===== src/rtl/syllable_packer.sv =====
// Devanagari syllable packer: groups letter codes into conjunct
// clusters with optional vowel sign and word-end marker.
module syllable_packer #(
  parameter int CODE_W = 7,
  parameter int MAX_HALF = 2,
  parameter logic [CODE_W-1:0] SPACE_CODE = 7'b0110000,
  localparam int NW = $clog2(MAX_HALF + 2),
  localparam int CW = (MAX_HALF + 1) * CODE_W
) (
  input  logic              clock,
  input  logic              reset,
  input  logic [CODE_W-1:0] in_code,
  input  logic              in_half,
  input  logic              in_valid,
  output logic              in_ready,
  output logic [CW-1:0]     out_cluster,
  output logic [NW-1:0]     out_ncons,
  output logic [CODE_W-1:0] out_vowel,
  output logic              out_has_vowel,
  output logic              out_word_end,
  output logic              out_err,
  output logic              out_valid,
  input  logic              out_ready
);

  typedef enum logic [1:0] {
    IDLE,
    CLUSTER,
    BASE
  } state_e;

  state_e            state_q, state_d;
  logic [CW-1:0]     slots_q, slots_d;
  logic [NW-1:0]     cnt_q, cnt_d;
  logic              err_q, err_d;

  logic [CW-1:0]     oclu_q;
  logic [NW-1:0]     oncons_q;
  logic [CODE_W-1:0] ovow_q;
  logic              ohv_q, owe_q, oerr_q, ovalid_q;

  logic              accept, is_cons, is_space;
  logic              ld;
  logic [CW-1:0]     e_clu, app, fresh;
  logic [NW-1:0]     e_ncons;
  logic [CODE_W-1:0] e_vow;
  logic              e_hv, e_we, e_err;

  assign in_ready = !ovalid_q || out_ready;
  assign accept   = in_valid && in_ready;
  assign is_cons  = in_code[CODE_W-1];
  assign is_space = (in_code == SPACE_CODE);

  always_comb begin
    app = slots_q;
    for (int i = 0; i <= MAX_HALF; i++) begin
      if (cnt_q == NW'(i)) app[i*CODE_W +: CODE_W] = in_code;
    end
    fresh = '0;
    fresh[CODE_W-1:0] = in_code;
  end

  always_comb begin
    state_d = state_q;
    slots_d = slots_q;
    cnt_d   = cnt_q;
    err_d   = err_q;
    ld      = 1'b0;
    e_clu   = slots_q;
    e_ncons = cnt_q;
    e_vow   = '0;
    e_hv    = 1'b0;
    e_we    = 1'b0;
    e_err   = err_q;
    if (!is_cons) begin
      e_we  = is_space;
      e_hv  = !is_space;
      e_vow = is_space ? '0 : in_code;
    end
    if (accept) begin
      unique case (state_q)
        IDLE: begin
          if (is_cons) begin
            slots_d = fresh;
            cnt_d   = NW'(1);
            err_d   = 1'b0;
            state_d = in_half ? CLUSTER : BASE;
          end else begin
            ld      = 1'b1;
            e_clu   = '0;
            e_ncons = '0;
            e_err   = 1'b0;
          end
        end
        CLUSTER: begin
          if (is_cons) begin
            slots_d = app;
            cnt_d   = cnt_q + NW'(1);
            if (!in_half) begin
              state_d = BASE;
            end else if (cnt_q == NW'(MAX_HALF)) begin
              err_d   = 1'b1;
              state_d = BASE;
            end
          end else begin
            // a cluster still ending in halant has no base consonant
            ld      = 1'b1;
            e_err   = 1'b1;
            slots_d = '0;
            cnt_d   = '0;
            err_d   = 1'b0;
            state_d = IDLE;
          end
        end
        BASE: begin
          ld = 1'b1;
          if (is_cons) begin
            e_vow   = '0;
            e_hv    = 1'b0;
            e_we    = 1'b0;
            slots_d = fresh;
            cnt_d   = NW'(1);
            err_d   = 1'b0;
            state_d = in_half ? CLUSTER : BASE;
          end else begin
            slots_d = '0;
            cnt_d   = '0;
            err_d   = 1'b0;
            state_d = IDLE;
          end
        end
        default: state_d = IDLE;
      endcase
    end
  end

  always_ff @(posedge clock) begin
    if (reset) begin
      state_q <= IDLE;
      slots_q <= '0;
      cnt_q   <= '0;
      err_q   <= 1'b0;
    end else begin
      state_q <= state_d;
      slots_q <= slots_d;
      cnt_q   <= cnt_d;
      err_q   <= err_d;
    end
  end

  always_ff @(posedge clock) begin
    if (reset) begin
      oclu_q   <= '0;
      oncons_q <= '0;
      ovow_q   <= '0;
      ohv_q    <= 1'b0;
      owe_q    <= 1'b0;
      oerr_q   <= 1'b0;
      ovalid_q <= 1'b0;
    end else if (ld) begin
      oclu_q   <= e_clu;
      oncons_q <= e_ncons;
      ovow_q   <= e_vow;
      ohv_q    <= e_hv;
      owe_q    <= e_we;
      oerr_q   <= e_err;
      ovalid_q <= 1'b1;
    end else if (out_ready) begin
      ovalid_q <= 1'b0;
    end
  end

  assign out_cluster   = oclu_q;
  assign out_ncons     = oncons_q;
  assign out_vowel     = ovow_q;
  assign out_has_vowel = ohv_q;
  assign out_word_end  = owe_q;
  assign out_err       = oerr_q;
  assign out_valid     = ovalid_q;

endmodule


===== config.mk =====
export PLATFORM = sky130hd
export DESIGN_NAME = syllable_packer
export DESIGN_NICKNAME = d
export VERILOG_FILES = /design/src/rtl/syllable_packer.sv
export SDC_FILE = /design/constraint.sdc
export NUM_CORES = 1
export LEC_CHECK = 0
export BUFFER_PORTS_ARGS = -buffer_cell sky130_fd_sc_hd__clkbuf_2
export CORE_MARGIN = 5
export CORE_UTILIZATION = 43
export CTS_CLUSTER_SIZE = 25
export DETAILED_ROUTE_END_ITERATION = 16
export PLACE_DENSITY = 0.74
export SKIP_LAST_GASP = 1
export SYNTH_ARGS = -nofsm -noshare
export SYNTH_HDL_FRONTEND = slang
export SYNTH_SLANG_ARGS = --single-unit

===== constraint.sdc =====
create_clock -name clock -period 3.7 [get_ports clock]
set_input_delay 1.11 -clock clock [delete_from_list [all_inputs] [get_ports clock]]
set_output_delay 1.11 -clock clock [all_outputs]
set_load 0.05 [all_outputs]

==> results of run 1 <==
[cells in the mapped netlist (all sizes together), types with 2 or more instances]
master	number	area share, %
o21ai	10	2.2
clkbuf	9	1.4
a31oi	2	0.51
ha	7	3.6
buf	8	2.3
a21oi	12	2.5
nor4	2	1.4
o211ai	6	1.8
dfxtp	59	48
mux2	4	2.0
a22oi	23	7.1
nor2b	5	1.6
nor3	4	1.0
nor2	30	5.3
nand2	37	5.7
nand3	9	1.8
inv	10	1.5
mux2i	12	4.9
[worst paths after layout]
path,startpoint,end,slack [ns],cells after the start
worst min-delay path,out_vowel[4]$_SDFFE_PP0P_,out_vowel[4]$_SDFFE_PP0P_,0.46,2
worst min register to register,out_vowel[4]$_SDFFE_PP0P_,out_vowel[4]$_SDFFE_PP0P_,0.46,2
worst max register to register,state_q[0]$_SDFFE_PP0P_,slots_q[20]$_SDFFE_PP0P_,1.55,6
worst max-delay path,out_ready,in_ready,0.77,4
[metrics by stage]
| step | total power, mW | instances | worst slack, ns | cell area, um^2 |
|---|---|---|---|---|
| detailed placement | 0.836 | 366 | 0.759 | 2700 |
| global placement | 0.832 | 366 | 0.798 | 2700 |
| floorplan | 0.795 | 263 | 1.00 | 2440 |
| CTS | 1.33 | 381 | 0.769 | 2860 |
| global route | 1.38 | 381 | 0.725 | 2860 |
| finish | 1.31 | 381 | 0.767 | 2860 |
[state kept, by name (all words and copies together), names as in the netlist]
name           cells
out_err            1
out_cluster       21
out_has_vowel      1
out_ncons          2
out_valid          1
out_vowel          6
slots_q           21
err_q              1
state_q            2
out_word_end       1
cnt_q              2
[metal layers]
| metal | global-route usage, % | up-vias | wire length, um |
|---|---|---|---|
| li1 | - | 1004 | - |
| met1 | 22.0 | 961 | 2550 |
| met2 | 26.4 | 81 | 2620 |
| met3 | 6.50 | 14 | 481 |
| met4 | 7.34 | 0 | 112 |
| met5 | 0 | - | 0 |
[cell families after synthesis]
family          Yosys count  synth area share (%)
simple gates             92                  18.5
compound gates           61                  17.3
flops                    59                  48.4
buf+inv                  27                  5.17
mux                      16                  6.92
fa+ha+maj                 7                  3.59
other cells               1                 0.154
[worst min-delay path: cells and delay by family, from the launching register on]
kind	cells	cell delay [ns]
and+or+nand+nor	1	0.05
AOI/OAI and AO/OA	1	0.05
DFF	1	0.31
[report_power, final]
group | leakage (nW) | internal [mW] | switching (mW)
logic | 0.598 | 0.0478 | 0.114
clock network | 0.0860 | 0.254 | 0.235
registers | 0.477 | 0.651 | 0.0101
[cell type report]
| type | count | area (um^2) |
|---|---|---|
| Clock buffer | 12 | 145 |
| Clock inverter | 3 | 15.0 |
| Fill cell | 524 | 2650 |
| Inverter | 10 | 37.5 |
| Multi-Input combinational cell | 177 | 1140 |
| Sequential cell | 59 | 1180 |
| Tap cell | 72 | 90.1 |
| Timing Repair Buffer | 48 | 248 |
==> metrics, run 1 <==
status finished, final reports clean; largest net degree at the start of global routing 27; vias in the first global route 2,068; CTS Hold Bufs 0; endpoints failing hold 0; cells along the critical path clkbuf_2, nor2b_4, inv_1, clkbuf_2; clock transition at the registers of the reported paths 0.06 ns; antenna cells 0; Die Span Y 85.4 um; most common cell after layout, fill and taps aside dfxtp_1; first-pass GRT wire length 10.0 mm; total CTS buffers 9; final setup fails 0; final WL 5.77 mm; clk_skew 0.00382 ns; fraction of registers with async set or reset after synthesis 0%; Crit path arrival time 1.82 ns; crit path kind in -> out; Post-Syn Area 0.00244 mm^2; HPWL Detailed 4.03 mm; Synth-to-Final Area Change 17.1%; initial antenna violation count 0; cts repair resizes 0; clock latency on the worst-skew pair 0.34 ns; slew margin rel. 57.3%; cell count after synthesis 263; IO Pins 47; Pwr Density 459 mW/mm^2; gr ovfl total 0; port bufs 45; # DRC 0; total core area 0.00551 mm^2; Req. time, crit path 2.59 ns; CP max stage cell clkbuf_2; Die ar. 0.00729 mm^2; kind of cell adding the most delay to the critical path buffers and inverters; Hold Slack 0.455 ns; Mapped Avg Cell Area 9.29 um^2; Tot GR Track Use 17.4%; drt wl/cell 15.1 um; Nets 324; Initial DRC Count 124; Critical Path Sink Type output pin; Post-Route Utilization 51.9%; Yosys reg bits 59; setup tns final 0 ns; row count 27; Post-CTS Setup Bufs 0; drt pass-1 iters 4; GP Congestion 0.795; CTS max path bufs 2; H-tree levels 3; leakage power 1.16 nW; startpoint types input port; Tcrit/Tclk final 79.3%; Die X 85.4 um; antenna viol nets, final 0; share of cells above drive strength 1 23.9%; Initial Utilization 44.4%; DR vias 2,060; clock root cell clkbuf_8; minimum clock period 2.93 ns; CP Max Fanout 7; Worst Hold Class reg -> reg; Synth cell types 42; Max Clock Freq 0.341 GHz; most frequent cells in the layout dfxtp_1, clkbuf_2, nand2_1; most common cell type on the critical path clkbuf_2; TritonCTS clock tree done; RSZ-0062 raised after global routing no; syn_nets 282; max cap viols 0; Max VDD drop 0.258 mV; Worst path max stage delay 0.25 ns; register area share after synthesis 48.4%; Worst Tran Pin Value 0.640 ns; Yosys Warn Count 0; Final Max Tran Viols 0; WP buf/inv 3; most used flip-flop cell after synthesis dfxtp_1; Post-synth EDFFs 0; via density per instance 5.41; CTS sink count 59
Note: power is estimated with default switching activity, not from simulation.
==> run 2, diff against run 1 <==
Clock period 3.7 ns to 3 ns, I/O delays scaled along.
==> run 2 against run 1 <==
  * Non-clock buffer count is 2 higher
  * Register-to-register slack worse by 0.69 ns
  * Largest cell class unchanged
  * Via count increased by 0.58%
  * Total power increased by 39%
==> metrics, run 2 (synthesis gave the netlist of run 1 again) <==
clk_skew 0.00623 ns (+0.00241 ns); most common cell after layout, fill and taps aside dfxtp_1; final setup fails 0 (unchanged); cells along the critical path clkbuf_2, nor2b_4, inv_1, clkbuf_2; row count 27 (unchanged); antenna viol nets, final 0 (unchanged); grt met3 use 6.70% (+0.19 points); GP Congestion 0.857 (+7.8%); kind of cell adding the most delay to the critical path buffers and inverters; post-place setup slack 0.496 ns (-0.263 ns); Multi-input gate area 0.00114 mm^2 (unchanged); FF/Latch Area 0.00118 mm^2 (unchanged); cts repair resizes 0 (unchanged); Pwr Density 620 mW/mm^2 (+35%); most common cell type on the critical path clkbuf_2; drt wl/cell 15.0 um (-1.0%); initial antenna violation count 0 (unchanged); status finished, final reports clean; CP max stage cell nor2b_4; Max Clock Freq 0.399 GHz; IO Pins 47 (unchanged); setup tns final 0 ns (unchanged); gr ovfl total 0 (unchanged); drt pass-1 iters 5 (+1); Die X 85.4 um (unchanged); Worst Hold Class reg -> reg; CP Max Fanout 7 (unchanged); Worst Tran Pin Value 0.615 ns (-0.0246 ns); CTS max path bufs 2 (unchanged); Die Span Y 85.4 um (unchanged); Initial DRC Count 176 (+42%); clock root cell clkbuf_8; Final Max Tran Viols 0 (unchanged); vias in the first global route 2,021 (-2.3%); endpoints failing hold 0 (unchanged); switch share 24.8% (-2.6 points); total CTS buffers 9 (unchanged); Tot GR Track Use 16.7% (-0.64 points); total core area 0.00551 mm^2 (unchanged); crit path kind in -> out; Area after DPL 0.00272 mm^2 (+0.56%); setup ws final 0.493 ns (-0.274 ns); minimum clock period 2.51 ns; clock latency on the worst-skew pair 0.33 ns (about the same); Critical Path Sink Type output pin; Initial Utilization 44.4% (unchanged); slew margin rel. 58.9% (+1.6 points); Int Pwr 1.37 mW (+44%); leakage power 1.20 nW (+3.3%); startpoint types input port; CTS sink count 59 (unchanged); H-tree levels 3 (unchanged); Worst path max stage delay 0.25 ns (about the same); final WL 5.74 mm (-0.50%); flop2flop setup slack 0.86 ns (-0.69 ns); WP buf/inv 3 (unchanged); HPWL Detailed 4.08 mm (+1.2%); DR vias 2,072 (+0.58%); layer with the highest usage met2; Reg power frac 44.8% (-5.6 points); clock transition at the registers of the reported paths 0.06 ns (about the same); antenna cells 0 (unchanged); combinational power share 11.0% (-1.3 points); max cap viols 0 (unchanged); Synth-to-Final Area Change 20.4%; Max VDD drop 0.371 mV (+44%); Tot Pwr 1.82 mW (+39%); Tcrit/Tclk final 83.6%; first-pass GRT wire length 9.69 mm (-3.2%); via density per instance 5.41 (about the same); Post-CTS Setup Bufs 0 (unchanged); Post-Route Utilization 53.4% (+1.5 points); M1 GR Usage 22.0% (-0.038 points); Clk pwr share 44.3% (+7.0 points); Die ar. 0.00729 mm^2 (unchanged); most frequent cells in the layout dfxtp_1, clkbuf_2, nand2_1; TritonCTS clock tree done; CTS Hold Bufs 0 (unchanged); NetSw 0.452 mW (+26%); Req. time, crit path 2.10 ns (-0.49 ns); share of cells above drive strength 1 25.1% (+1.1 points); Nets 326 (+0.62%); finished layout cell area 0.00294 mm^2 (+2.8%); global routing met2 resource utilization 25.1% (-1.3 points); Crit path arrival time 1.61 ns (-0.21 ns); port bufs 45 (unchanged); RSZ-0062 raised after global routing no; # DRC 0 (unchanged); largest net degree at the start of global routing 21 (-22%); Fillers 515 (-1.7%)
## run 2: area by class of cell
class,count,share of cell area (%)
Tap cell,72,3.06
Clock buffer,11,5.15
Multi-Input combinational cell,177,38.9
Timing Repair Buffer,50,8.94
Clock inverter,4,2.51
Inverter,10,1.28
Sequential cell,59,40.2
## run 2: worst register-to-register path, stage by stage (launching register included)
cell and delay (ns):
dfxtp_1 0.42, inv_1 0.10, ha_1 0.21, nor2b_1 0.22, or4_4 0.55, nor2_8 0.22
mux2_4 0.31
## run 2: path summary, 6_finish.rpt
kind | to | cells past startpoint | startpoint
worst max-delay path | in_ready | 4 | out_ready
worst min-delay path | out_vowel[2]$_SDFFE_PP0P_ | 2 | out_vowel[2]$_SDFFE_PP0P_
worst max register to register | slots_q[6]$_SDFFE_PP0P_ | 6 | state_q[0]$_SDFFE_PP0P_
worst min register to register | out_vowel[2]$_SDFFE_PP0P_ | 2 | out_vowel[2]$_SDFFE_PP0P_
## run 2: stage by stage
stage | std cells | hold WS (ns)
after floorplan | 263 | 0.434
after global placement | 368 | 0.443
after detailed placement | 368 | 0.443
after CTS | 383 | 0.455
after global routing | 383 | 0.471
final | 383 | 0.452
## run 2: power groups by stage
stage               logic [mW]  clock network (mW)  registers [mW]
finish                   0.200               0.807           0.816
global route             0.217               0.858           0.818
CTS                      0.200               0.823           0.816
detailed placement       0.199                   0           0.833
global placement         0.197                   0           0.833
floorplan                0.125                   0           0.856
## run 2: layer usage
layer	vias up	share of wire (%)
met2	87	45
met3	4	8.6
li1	1018	-
met4	0	0.92
met1	963	46
met5	-	0
